$ cat src/rtl/pc_pkg.sv
// Shared defaults and the next-PC select encoding for the fetch PC unit.
// The return-address stack is present only when PC_UNIT_RAS_EN is defined.
package pc_pkg;

    localparam int              PC_WIDTH_DEF     = 32;
    localparam longint unsigned RESET_VECTOR_DEF = 64'd0;
    localparam longint unsigned INCREMENT_DEF    = 64'd4;
    localparam int              RAS_DEPTH_DEF    = 4;

    typedef enum logic [2:0] {
        SEL_HOLD,
        SEL_SEQ,
        SEL_BRANCH,
        SEL_REDIR,
        SEL_RET
    } pc_sel_e;

endpackage

$ cat src/rtl/pc_ras.sv
// Circular return-address stack: push, pop, or replace-top when both arrive together.
// A push into a full stack overwrites the oldest entry; overflow and underflow pulse err_o.
module pc_ras
    import pc_pkg::*;
#(
    parameter int WIDTH = PC_WIDTH_DEF,
    parameter int DEPTH = RAS_DEPTH_DEF
) (
    input  logic             clk_i,
    input  logic             rst_i,
    input  logic             push_i,
    input  logic             pop_i,
    input  logic [WIDTH-1:0] push_data_i,
    output logic [WIDTH-1:0] top_o,
    output logic             empty_o,
    output logic             err_o
);

    localparam int PTR_W = (DEPTH > 1) ? $clog2(DEPTH) : 1;
    localparam int CNT_W = PTR_W + 1;
    localparam logic [CNT_W-1:0] CNT_MAX = CNT_W'(DEPTH);

    logic [WIDTH-1:0] mem_q [DEPTH];
    logic [PTR_W-1:0] ptr_q, ptr_d;
    logic [PTR_W-1:0] top_idx;
    logic [PTR_W-1:0] wr_idx;
    logic [CNT_W-1:0] cnt_q, cnt_d;
    logic             err_q, err_d;
    logic             wr_en;
    logic             empty;
    logic             full;

    // ptr_q is the next free slot; the top entry sits just below it.
    assign empty   = (cnt_q == '0);
    assign full    = (cnt_q == CNT_MAX);
    assign top_idx = ptr_q - 1'b1;

    always_comb begin
        ptr_d  = ptr_q;
        cnt_d  = cnt_q;
        err_d  = 1'b0;
        wr_en  = 1'b0;
        wr_idx = ptr_q;
        if (push_i && pop_i && !empty) begin
            wr_en  = 1'b1;
            wr_idx = top_idx;
        end else if (push_i) begin
            wr_en = 1'b1;
            ptr_d = ptr_q + 1'b1;
            if (full) begin
                err_d = 1'b1;
            end else begin
                cnt_d = cnt_q + 1'b1;
            end
            if (pop_i) begin
                err_d = 1'b1;
            end
        end else if (pop_i) begin
            if (empty) begin
                err_d = 1'b1;
            end else begin
                ptr_d = top_idx;
                cnt_d = cnt_q - 1'b1;
            end
        end
    end

    always_ff @(posedge clk_i or posedge rst_i) begin
        if (rst_i) begin
            ptr_q <= '0;
            cnt_q <= '0;
            err_q <= 1'b0;
        end else begin
            ptr_q <= ptr_d;
            cnt_q <= cnt_d;
            err_q <= err_d;
        end
    end

    // Entry storage needs no reset: it is only read while the count is non-zero.
    always_ff @(posedge clk_i) begin
        if (wr_en) begin
            mem_q[wr_idx] <= push_data_i;
        end
    end

    assign top_o   = mem_q[top_idx];
    assign empty_o = empty;
    assign err_o   = err_q;

endmodule

$ cat src/rtl/pc_unit.sv
// Fetch program counter with stall-time redirect buffer and optional return-address
// stack (enabled by defining PC_UNIT_RAS_EN; otherwise CALL/RET are ignored).
module pc_unit
    import pc_pkg::*;
#(
    parameter int                  PC_WIDTH     = PC_WIDTH_DEF,
    parameter logic [PC_WIDTH-1:0] RESET_VECTOR = PC_WIDTH'(RESET_VECTOR_DEF),
    parameter logic [PC_WIDTH-1:0] INCREMENT    = PC_WIDTH'(INCREMENT_DEF),
    parameter int                  RAS_DEPTH    = RAS_DEPTH_DEF
) (
    input  logic                CLK,
    input  logic                RESET,
    input  logic                BUSYWAIT,
    input  logic                BRANCH,
    input  logic [PC_WIDTH-1:0] BRANCH_TARGET,
    input  logic                CALL,
    input  logic                RET,
    output logic [PC_WIDTH-1:0] PC,
    output logic [PC_WIDTH-1:0] PC_NEXT_SEQ,
    output logic                REDIRECT_PENDING,
    output logic                RAS_EMPTY,
    output logic                RAS_ERR
);

    logic [PC_WIDTH-1:0] pc_q, pc_d;
    logic [PC_WIDTH-1:0] redir_tgt_q, redir_tgt_d;
    logic                redir_vld_q, redir_vld_d;
    logic [PC_WIDTH-1:0] seq_pc;
    logic [PC_WIDTH-1:0] ras_top;
    logic                ras_push;
    logic                ras_pop;
    logic                ras_empty;
    logic                ras_err;
    pc_sel_e             sel;

    assign seq_pc = pc_q + INCREMENT;

    // A RET only pops when nothing of higher priority redirects this edge,
    // except alongside a CALL, where it becomes a replace-top.
    assign ras_push = !BUSYWAIT && BRANCH && CALL;
    assign ras_pop  = !BUSYWAIT && RET && (ras_push || (!BRANCH && !redir_vld_q));

    always_comb begin
        sel = SEL_SEQ;
        if (BUSYWAIT) begin
            sel = SEL_HOLD;
        end else if (ras_pop && !ras_empty) begin
            sel = SEL_RET;
        end else if (BRANCH) begin
            sel = SEL_BRANCH;
        end else if (redir_vld_q) begin
            sel = SEL_REDIR;
        end
    end

    always_comb begin
        pc_d        = pc_q;
        redir_vld_d = redir_vld_q;
        redir_tgt_d = redir_tgt_q;
        case (sel)
            SEL_HOLD:   pc_d = pc_q;
            SEL_SEQ:    pc_d = seq_pc;
            SEL_BRANCH: pc_d = BRANCH_TARGET;
            SEL_REDIR:  pc_d = redir_tgt_q;
            SEL_RET:    pc_d = ras_top;
            default:    pc_d = pc_q;
        endcase
        if (BUSYWAIT) begin
            if (BRANCH) begin
                redir_vld_d = 1'b1;
                redir_tgt_d = BRANCH_TARGET;
            end
        end else begin
            redir_vld_d = 1'b0;
        end
    end

    always_ff @(posedge CLK or posedge RESET) begin
        if (RESET) begin
            pc_q        <= RESET_VECTOR;
            redir_vld_q <= 1'b0;
            redir_tgt_q <= '0;
        end else begin
            pc_q        <= pc_d;
            redir_vld_q <= redir_vld_d;
            redir_tgt_q <= redir_tgt_d;
        end
    end

`ifdef PC_UNIT_RAS_EN
    pc_ras #(
        .WIDTH (PC_WIDTH),
        .DEPTH (RAS_DEPTH)
    ) u_ras (
        .clk_i       (CLK),
        .rst_i       (RESET),
        .push_i      (ras_push),
        .pop_i       (ras_pop),
        .push_data_i (seq_pc),
        .top_o       (ras_top),
        .empty_o     (ras_empty),
        .err_o       (ras_err)
    );
`else
    logic unused_ras;
    assign ras_top    = '0;
    assign ras_empty  = 1'b1;
    assign ras_err    = 1'b0;
    assign unused_ras = ras_push ^ RAS_DEPTH[0];
`endif

    assign PC               = pc_q;
    assign PC_NEXT_SEQ      = seq_pc;
    assign REDIRECT_PENDING = redir_vld_q;
    assign RAS_EMPTY        = ras_empty;
    assign RAS_ERR          = ras_err;

endmodule

$ cat config.mk
export PLATFORM = sky130hd
export DESIGN_NAME = pc_unit
export DESIGN_NICKNAME = d
export VERILOG_FILES = /design/src/rtl/pc_pkg.sv /design/src/rtl/pc_ras.sv /design/src/rtl/pc_unit.sv
export SDC_FILE = /design/constraint.sdc
export NUM_CORES = 1
export LEC_CHECK = 0
export CAP_MARGIN = 20
export CORE_UTILIZATION = 50
export DETAILED_ROUTE_END_ITERATION = 7
export GPL_ROUTABILITY_DRIVEN = 0
export PLACE_DENSITY = 0.81
export SLEW_MARGIN = 10
export SYNTH_ARGS = -nofsm -noshare
export SYNTH_HDL_FRONTEND = slang
export SYNTH_SLANG_ARGS = --single-unit
$ cat constraint.sdc
create_clock -name CLK -period 3 [get_ports CLK]
set_clock_uncertainty 0.2 [all_clocks]
set_input_delay 0.9 -clock CLK [delete_from_list [all_inputs] [get_ports CLK]]
set_output_delay 0.9 -clock CLK [all_outputs]
set_load 0.05 [all_outputs]
Word level (Yosys, flattened, before mapping):

Cells that the tools add are included.

* bits of input ports: 38
* register bits after elaboration: 65
* logic and storage cells: 17

* multiplexer cells: 6
* $add $sub $neg: 1
* reduce and logical (&&, ||, !) cells: 2
* eq/ne operators: 5

Operators with widths (number)
* 32-bit case mux with 4 select lines: 1
* 32-bit by 3-bit adder with 32-bit output (second input constant): 1
* 3-bit by 2-bit equality test with 1-bit output (second input constant): 2
* 3-bit two-way mux: 2
* 4-bit nonzero test: 1
* 3-bit by 1-bit equality test with 1-bit output (second input constant): 1
* 3-bit equality test (second input constant): 1
* 1-bit two-way mux: 2
* 2-bit two-way mux: 1
* 2-bit by 1-bit != test with 1-bit output (second input constant): 1
* 2-bit AND reduction: 1

Logic depth before layout (Yosys ltp):

Gate-level depths: netlist (run 1).

* word-level depth: 5
* gate-level depth with buffers: 7

Least setup slack after synthesis (run 1):

No wires, ideal clock.

* path type: register -> output
* start: register pc_q[2], in the netlist PC[2]
* end: output port PC_NEXT_SEQ[16]
* cell stages (with the launch flop): 6
* arrival: 2.608 ns
* required time: 1.900 ns
* slack: -0.708 ns
* path through: dfrtp_1 -> ha_1 -> nand2_1 -> nor4_1 -> nand3_1 -> xnor2_1

* word-level cells in the longest chain between the ends: 1

RTL lines
* start, declared: RTL line pc_unit.sv:25 `logic [PC_WIDTH-1:0] pc_q, pc_d;`
* start signal, assigned: RTL line pc_unit.sv:84 `pc_q <= pc_d;`
* 32-bit by 3-bit adder with 32-bit output: RTL line pc_unit.sv:36 `assign seq_pc = pc_q + INCREMENT;`
* end, declared: RTL line pc_unit.sv:19 `output logic [PC_WIDTH-1:0] PC_NEXT_SEQ,`

Every way passes these cells.

Worst setup path in the final report (run 1):

* start: register pc_q[7], in the netlist PC[7]
* end: output port PC_NEXT_SEQ[18]

Same word-level chain as after synthesis.

==> results of run 1 <==
[worst min-delay path by stage]
| stage | to | slack, ps | from |
|---|---|---|---|
| floorplan | redir_tgt_q[18] | 250 | redir_tgt_q[18] |
| global placement | redir_tgt_q[23] | 260 | redir_tgt_q[23] |
| detailed placement | redir_tgt_q[21] | 270 | redir_tgt_q[21] |
| CTS | redir_tgt_q[21] | 290 | redir_tgt_q[21] |
| global route | redir_tgt_q[24] | 320 | redir_tgt_q[24] |
| finish | redir_tgt_q[21] | 290 | redir_tgt_q[21] |
[per-layer routing]
layer	track usage [%]	routed length [um]	vias up
met1	39.1	5850	2272
li1	-	-	1916
met3	6.81	1380	89
met2	56.7	7960	357
met5	0	0	-
met4	15.3	841	0
[sequential cells by signal (all words and copies together), names as in the netlist]
| register | count |
|---|---|
| PC | 32 |
| REDIRECT_PENDING | 1 |
| redir_tgt_q | 32 |
[worst min-delay path, delay by kind of cell, from the launching register on]
| family | cells | cell delay [ps] |
|---|---|---|
| DFF | 1 | 350 |
| AOI/OAI and AO/OA | 1 | 60 |
| and+or+nand+nor | 1 | 50 |
[cell type report]
| class | count | area share, % |
|---|---|---|
| multi-input combinational | 324 | 43.0 |
| tap | 102 | 1.87 |
| timing repair buffer | 173 | 27.6 |
| inverter | 15 | 0.825 |
| clock buffer | 11 | 1.93 |
| clock inverter | 5 | 0.495 |
| sequential | 65 | 24.3 |
[stage by stage]
| stage | setup TNS (ps) | utilization (%) |
|---|---|---|
| floorplan | -573 | - |
| global placement | 0 | 78.8 |
| detailed placement | 0 | 78.8 |
| CTS | -1110 | 83.7 |
| global route | -3150 | 87.0 |
| finish | -2360 | 87.0 |
[power breakdown]
| group | internal, W | switching [W] | total (W) |
|---|---|---|---|
| Sequential | 0.00102 | 0.000164 | 0.00118 |
| Combinational | 0.000807 | 0.00112 | 0.00192 |
| Clock | 0.000299 | 0.000374 | 0.000673 |
[cell usage after synthesis (3+ instances only)]
cell / count
dfrtp_1: 65
nand2_1: 36
o21ai_0: 31
mux2_2: 28
and3_1: 23
clkbuf_1: 19
xnor2_1: 19
nor2_1: 17
a21oi_1: 15
inv_1: 15
nand3_1: 14
buf_2: 11
nor3_1: 11
a211oi_1: 9
xor2_1: 9
a22oi_1: 8
mux2i_1: 7
nor4_1: 7
a2bb2oi_1: 6
and4_1: 6
nand4_1: 6
nor2b_1: 5
a311o_1: 4
buf_4: 4
nand2b_1: 4
nor3b_1: 4
o22ai_1: 4
a311oi_1: 3
a32o_1: 3
o211ai_1: 3
o221ai_1: 3
[repair_timing]
item | 4_1_cts | 5_1_grt
gates resized for setup | 20 | 29
gates cloned | 1 | 0
setup buffers | 17 | 11
endpoints found under the setup margin | 22 | 23
pin swaps | 11 | 21
[cell families after synthesis]
logic type | after synthesis | share of synthesized area (%)
AND/OR/NAND/NOR | 153 | 22.0
buffers and inverters | 52 | 5.46
flip-flops | 65 | 39.5
other | 2 | 0.182
AO/OA/AOI/OAI | 104 | 17.2
XOR/XNOR | 28 | 5.95
multiplexers | 35 | 9.35
adder cells (fa/ha/maj) | 1 | 0.304
==> out/metrics.yaml, run 1 <==
status:
  outcome: "complete, but fails checks"
  violations: "negative setup slack"
setup_path:
  slowest_stage: "dfrtp_2"
  critical_path.startpoint: "PC[7]"
  path_buf_inv: 4
  critical_path.endpoint: "PC_NEXT_SEQ[18]"
  crit_arrival_ps: 2130
  cp-end-kind: "output port"
  cp_max_fo: 7
  path_depth: 8
  worstPathRequired_ps: 1900
  cpMostUsedCell: "buf_4"
  r2r_slack_ps: 600
  timing.rr.start: "REDIRECT_PENDING"
  crit_family: "buffers and inverters"
  startpoint_type: "flop"
  cp_cell_sequence: "buf_4 -> nand4_1 -> buf_4 -> nor4_4 -> buf_4 -> and2_4 -> xor2_4 -> buf_12"
  timing.rr.end: "PC[24]"
  path_class: "flop to output port"
  worst_r2r_path_depth: 4
  cpPeakStageDelay_ps: 380
layout:
  antenna_cells: 0
  nNetsFinal: 627
  area_growth_pct: 65.6
  stdcell_count: 695
  postLayoutCellArea_sq_um: 6820
  drive_above_1_share_pct: 40.1
  multiInputGateArea_sq_um: 2930
  nFillCells: 378
  final_common_cell: "clkdlybuf4s50_1"
  layout_common_cells: "clkdlybuf4s50_1 (69), buf_4 (66), dfrtp_1 (42)"
  regArea_sq_um: 1660
sta:
  rsz0062_at_grt: "true"
  worst_hold_slack_ps: 294
  finalCriticalPeriod_ps: 3230
  setup_violations: 19
  finalHoldViolCount: 0
  tightest_slew_ps: 1100
  post-route-period-util_pct: 108
  setup_ws_ps: -227
  maxSlewViolCount: 0
  clock.fmax_mhz: 310
  slew_headroom_pct: 26.6
logic_synthesis:
  synth_top_area_share_pct: 39.5
  yosysTopAreaCell: "dfrtp_1"
  yosysSeqAreaShare_pct: 39.5
  synth_seq_cells: 65
  synthArstFlopShare_pct: 100
  synth_cell_types: 60
  syn_nets: 479
  netlist_instances: 440
  avgSynthCellArea_sq_um: 9.37
  syn-cell-area_sq_um: 4120
  ys_warn_count: 0
  synth.top_cells.by_area: "dfrtp_1 (39%), mux2_2 (7.7%), xnor2_1 (4.0%)"
  synth_flop_cell: "dfrtp_1"
  synth_edf_count: 0
run:
  cap_viol_max_count: 0
route:
  firstDrtPassIters: 6
  vias: 4634
  drt_iter0_drc: 541
  wl_per_cell_um: 23.1
  drc: 0
  totalWireLength_um: 16000
  via_per_inst: 6.67
  detail-route-antenna-nets: 0
grt:
  first_global_vias: 4358
  grt_pass1_wl_um: 21800
  grtUsageTotal_pct: 32.9
  antenna_found_initial: 0
  grt_overflow_total: 0
  grt_max_degree: 66
floorplan:
  rows: 32
  coreArea_sq_um: 7850
  die_w_um: 92.8
  dieHeight_um: 92.8
  io_pins: 105
  die-area_sq_um: 8610
  start_util_pct: 52.5
power:
  power_w: 0.00378
  ir_drop_mv: 0.428
  power.density_nw_per_um2: 554
  total_leakage_power_nw: 2.85
cts:
  cts.htree.levels: 3
  numCtsBuffers: 9
  cts_buffer_depth: 2
  cts-hold-fix-buffers: 0
  cts.clk_slew.worst_paths_ps: 80
  root_buffer: "clkbuf_8"
  cts_tree: "yes"
  clock-sinks: 65
  clk_latency_ps: 350
placement:
  dp_hpwl_um: 8960
  io_buffers: 100
  dp_slack_ps: 75.5
  place_area_sq_um: 6180
  dp_cells: 650
worst_hold_path:
  hp-class: "flop to flop"
  hold_depth: 2
No activity file was read; power rests on OpenSTA's default activity.
==> inputs of run 2 (changes only) <==
Settings changed: MAX_ROUTING_LAYER set to met4.
==> out/metrics.yaml, run 2 (synthesized netlist as in run 1, its figures left out) <==
status:
  outcome: "complete, but fails checks"
  violations: "negative setup slack"
placement:
  dp_hpwl_um: 8960
  dp_slack_ps: 75.5
  io_buffers: 100
route:
  firstDrtPassIters: 8
  drt_iter0_drc: 448
  via_per_inst: 6.78
  totalWireLength_um: 16900
  detail-route-antenna-nets: 0
  vias: 4729
  drc: 0
  wl_per_cell_um: 24.2
floorplan:
  start_util_pct: 52.5
  die_w_um: 92.8
  io_pins: 105
  die-area_sq_um: 8610
  rows: 32
  dieHeight_um: 92.8
  coreArea_sq_um: 7850
layout:
  nNetsFinal: 630
  area_growth_pct: 66.1
  layout_common_cells: "clkdlybuf4s50_1 (69), buf_4 (69), dfrtp_1 (42)"
  antenna_cells: 0
  final_core_util_pct: 87.2
  drive_above_1_share_pct: 40.4
setup_path:
  cp-end-kind: "output port"
  critical_path.startpoint: "PC[4]"
  worstPathRequired_ps: 1900
  startpoint_type: "flop"
  timing.rr.start: "REDIRECT_PENDING"
  crit_arrival_ps: 2240
  path_class: "flop to output port"
  cp_max_fo: 8
cts:
  cts_buffer_depth: 2
  cts-hold-fix-buffers: 0
  clock-sinks: 65
  cts.clk_slew.worst_paths_ps: 80
  cts.htree.levels: 3
  root_buffer: "clkbuf_8"
  clk_latency_ps: 360
  numCtsBuffers: 9
  cts_tree: "yes"
sta:
  worst_hold_slack_ps: 287
  setup_ws_ps: -341
  slew_headroom_pct: 28.5
  rsz0062_at_grt: "true"
  maxSlewViolCount: 0
  clock.fmax_mhz: 299
  post-route-period-util_pct: 111
  finalHoldViolCount: 0
  tightest_slew_ps: 1070
  setup_violations: 21
  finalCriticalPeriod_ps: 3340
  finalSetupTns_ps: -3150
power:
  total_leakage_power_nw: 2.86
  ir_drop_mv: 0.416
  power.density_nw_per_um2: 556
worst_hold_path:
  hp-class: "flop to flop"
  min-delay-start: "redir_tgt_q[21]"
grt:
  grt_pass1_wl_um: 21800
  antenna_found_initial: 0
  first_global_vias: 4364
  grt_overflow_total: 0
  grt_max_degree: 66
  grtUsageTotal_pct: 33.8
run:
  cap_viol_max_count: 0
-- run 2: routing by layer --
layer  share of wire [%]  vias up  GRT usage, %
li1                    -     1919             -
met4                 6.9        0          16.4
met1                  35     2260          39.1
met5                   0        -             -
met3                 9.1      132          5.91
met2                  49      418          56.8
-- run 2: final cells by class --
type	instances	area, sq um
clock buffer	11	131
clock inverter	5	33.8
fill	365	1000
inverter	15	56.3
multi-input combinational	324	2930
sequential	65	1660
tap	102	128
timing repair buffer	176	1910
-- run 2: what timing repair did --
| item | in CTS | in global routing |
|---|---|---|
| setup endpoints to repair | 22 | 23 |
| hold endpoints to repair | 0 | 0 |
| pin swaps | 11 | 21 |
| gates resized for setup | 20 | 29 |
| setup buffers | 17 | 14 |
| gates cloned | 1 | 0 |
-- run 2: through the flow --
stage	std cells	power, W	area, sq um
3_3_place_gp	650	0.00289	6180
2_1_floorplan	440	0.00224	4610
4_1_cts	684	0.00364	6570
3_5_place_dp	650	0.00294	6180
5_1_grt	698	0.00390	6850
6_report	698	0.00381	6850
-- run 2: worst max-delay path: stages, from the launching register on --
cell and delay (ps):
dfrtp_2 430, buf_6 160, nand4_1 230, nor4_4 350, buf_4 210, and2_4 180
xor2_4 170, buf_12 150
-- run 2: power by group --
part / total (W) / internal [W] / switching, W
sequential: 0.00119 / 0.00102 / 0.000170
combinational: 0.00194 / 0.000811 / 0.00113
clock: 0.000672 / 0.000299 / 0.000373
total: 0.00381 / 0.00213 / 0.00168
-- run 2: worst paths after layout --
check	end	slack [ps]	depth (start not counted)
worst max-delay path	PC_NEXT_SEQ[18]	-340	7
worst min-delay path	redir_tgt_q[21]	290	2
worst max register to register	PC[15]	630	4
worst min register to register	redir_tgt_q[21]	290	2
max in group asynchronous	PC[22]	1550	3
min in group asynchronous	redir_tgt_q[0]	740	3
==> inputs of run 3 (changes only) <==
Settings changed: GPL_TIMING_DRIVEN set to 0, RECOVER_POWER set to 50.
==> out/metrics.yaml, run 3 (synthesized netlist as in run 1, its figures left out) <==
setup_path:
  path_class: "flop to output port"
  crit_family: "simple AND/OR/NAND/NOR gates"
  slowest_stage: "dfrtp_2"
  startpoint_type: "flop"
  path_buf_inv: 2
  crit_arrival_ps: 2160
  cpMostUsedCell: "buf_6"
  cp-end-kind: "output port"
  critical_path.startpoint: "PC[2]"
  worstPathRequired_ps: 1900
  cpPeakStageDelay_ps: 450
  cp_max_fo: 4
  cp_cell_sequence: "ha_4 -> nand4_1 -> buf_6 -> nor4_4 -> and2_4 -> xor2_4 -> buf_6"
  timing.rr.start: "REDIRECT_PENDING"
cts:
  cts.htree.levels: 3
  clock-sinks: 65
  cts.clk_slew.worst_paths_ps: 90
  numCtsBuffers: 9
  clk_latency_ps: 360
  cts_tree: "yes"
  cts_buffer_depth: 2
  root_buffer: "clkbuf_8"
  cts-hold-fix-buffers: 0
layout:
  nNetsFinal: 660
  stdcell_count: 728
  layout_common_cells: "buf_4 (69), clkdlybuf4s50_1 (58), dfrtp_1 (39)"
  antenna_cells: 0
  nFillCells: 373
  postLayoutCellArea_sq_um: 6790
  drive_above_1_share_pct: 41.7
  final_common_cell: "buf_4"
  final_core_util_pct: 86.5
  area_growth_pct: 64.8
route:
  detail-route-antenna-nets: 0
  drt_iter0_drc: 713
  via_per_inst: 6.95
  vias: 5056
  wl_per_cell_um: 25.0
  totalWireLength_um: 18200
  firstDrtPassIters: 6
  drc: 0
floorplan:
  rows: 32
  io_pins: 105
  dieHeight_um: 92.8
  start_util_pct: 52.5
  die_w_um: 92.8
  coreArea_sq_um: 7850
  die-area_sq_um: 8610
sta:
  tightest_slew_ps: 1030
  setup_ws_ps: -259
  setup_violations: 32
  rsz0062_at_grt: "true"
  clock.fmax_mhz: 307
  post-route-period-util_pct: 109
  finalCriticalPeriod_ps: 3260
  maxSlewViolCount: 0
  finalSetupTns_ps: -2860
  worst_hold_slack_ps: 289
  finalHoldViolCount: 0
  slew_headroom_pct: 30.9
status:
  outcome: "complete, but fails checks"
  violations: "negative setup slack"
run:
  cap_viol_max_count: 0
power:
  power.density_nw_per_um2: 571
  ir_drop_mv: 0.429
  total_leakage_power_nw: 2.88
grt:
  grt_overflow_total: 0
  grt_max_degree: 45
  antenna_found_initial: 0
  grtUsageTotal_pct: 38.8
  first_global_vias: 4671
  grt_pass1_wl_um: 24300
placement:
  dp_hpwl_um: 9540
  dp_cells: 643
  place_area_sq_um: 5770
  io_buffers: 100
worst_hold_path:
  min-delay-start: "redir_tgt_q[20]"
  hp-class: "flop to flop"
-- run 3: cell count changes in the layout (fill, tap and decap cells not counted), sizes merged, moves of 2 or more --
cell / before / now
clkdlybuf4s50: 69 / 58
clkbuf: 11 / 36
clkinv: 3 / 1
dlygate4sd3: 0 / 13
dlygate4sd2: 0 / 2
-- run 3: worst reg2reg max path, stage by stage (launching register included) --
cell and delay [ps]:
dfrtp_1 370, buf_2 180, or2_2 120, clkbuf_1 550, buf_2 420, a21boi_0 160
o41ai_1 110, o221ai_1 190
-- run 3: metrics by stage --
stage	total power (W)	worst slack [ps]
floorplan	0.00224	-89.2
finish	0.00388	-259
global placement	0.00270	-1180
CTS	0.00368	-163
global route	0.00397	-298
detailed placement	0.00274	-815
-- run 3: path summary, 6_finish.rpt --
check                                        to  cells past startpoint  slack [ps]
max in group asynchronous                PC[19]                      3         370
worst min register to register  redir_tgt_q[20]                      2         290
worst max-delay path            PC_NEXT_SEQ[18]                      7        -260
min in group asynchronous                 PC[8]                      2         970
worst max register to register           PC[19]                      7         560
worst min-delay path            redir_tgt_q[20]                      2         290
-- run 3: cell type report --
class	instances	area [sq um]	area share, %
multi-input combinational	325	2960	43.6
sequential	65	1660	24.4
timing repair buffer	174	1600	23.6
buffer	31	166	2.45
clock buffer	12	165	2.43
tap	102	128	1.88
inverter	15	57.6	0.847
clock inverter	4	50.0	0.737
-- run 3: report_power, final --
part           switching [W]  leakage [nW]  internal, W
registers           0.000180         0.745      0.00102
logic                0.00113          2.03     0.000695
clock network       0.000395         0.105     0.000451
-- run 3: routing by layer --
layer	GRT usage, %	part of all wire [%]
met1	45.4	34
met4	23.6	7.2
met5	-	0
met2	62.1	46
met3	7.31	13
-- run 3: timing repair --
action | 4_1_cts | 5_1_grt
pin swaps | 28 | 19
endpoints found under the hold margin | 0 | 0
buffers inserted | 47 | 26
gates resized for setup | 200 | 41
setup endpoints to repair | 41 | 48
gates cloned | 2 | 0
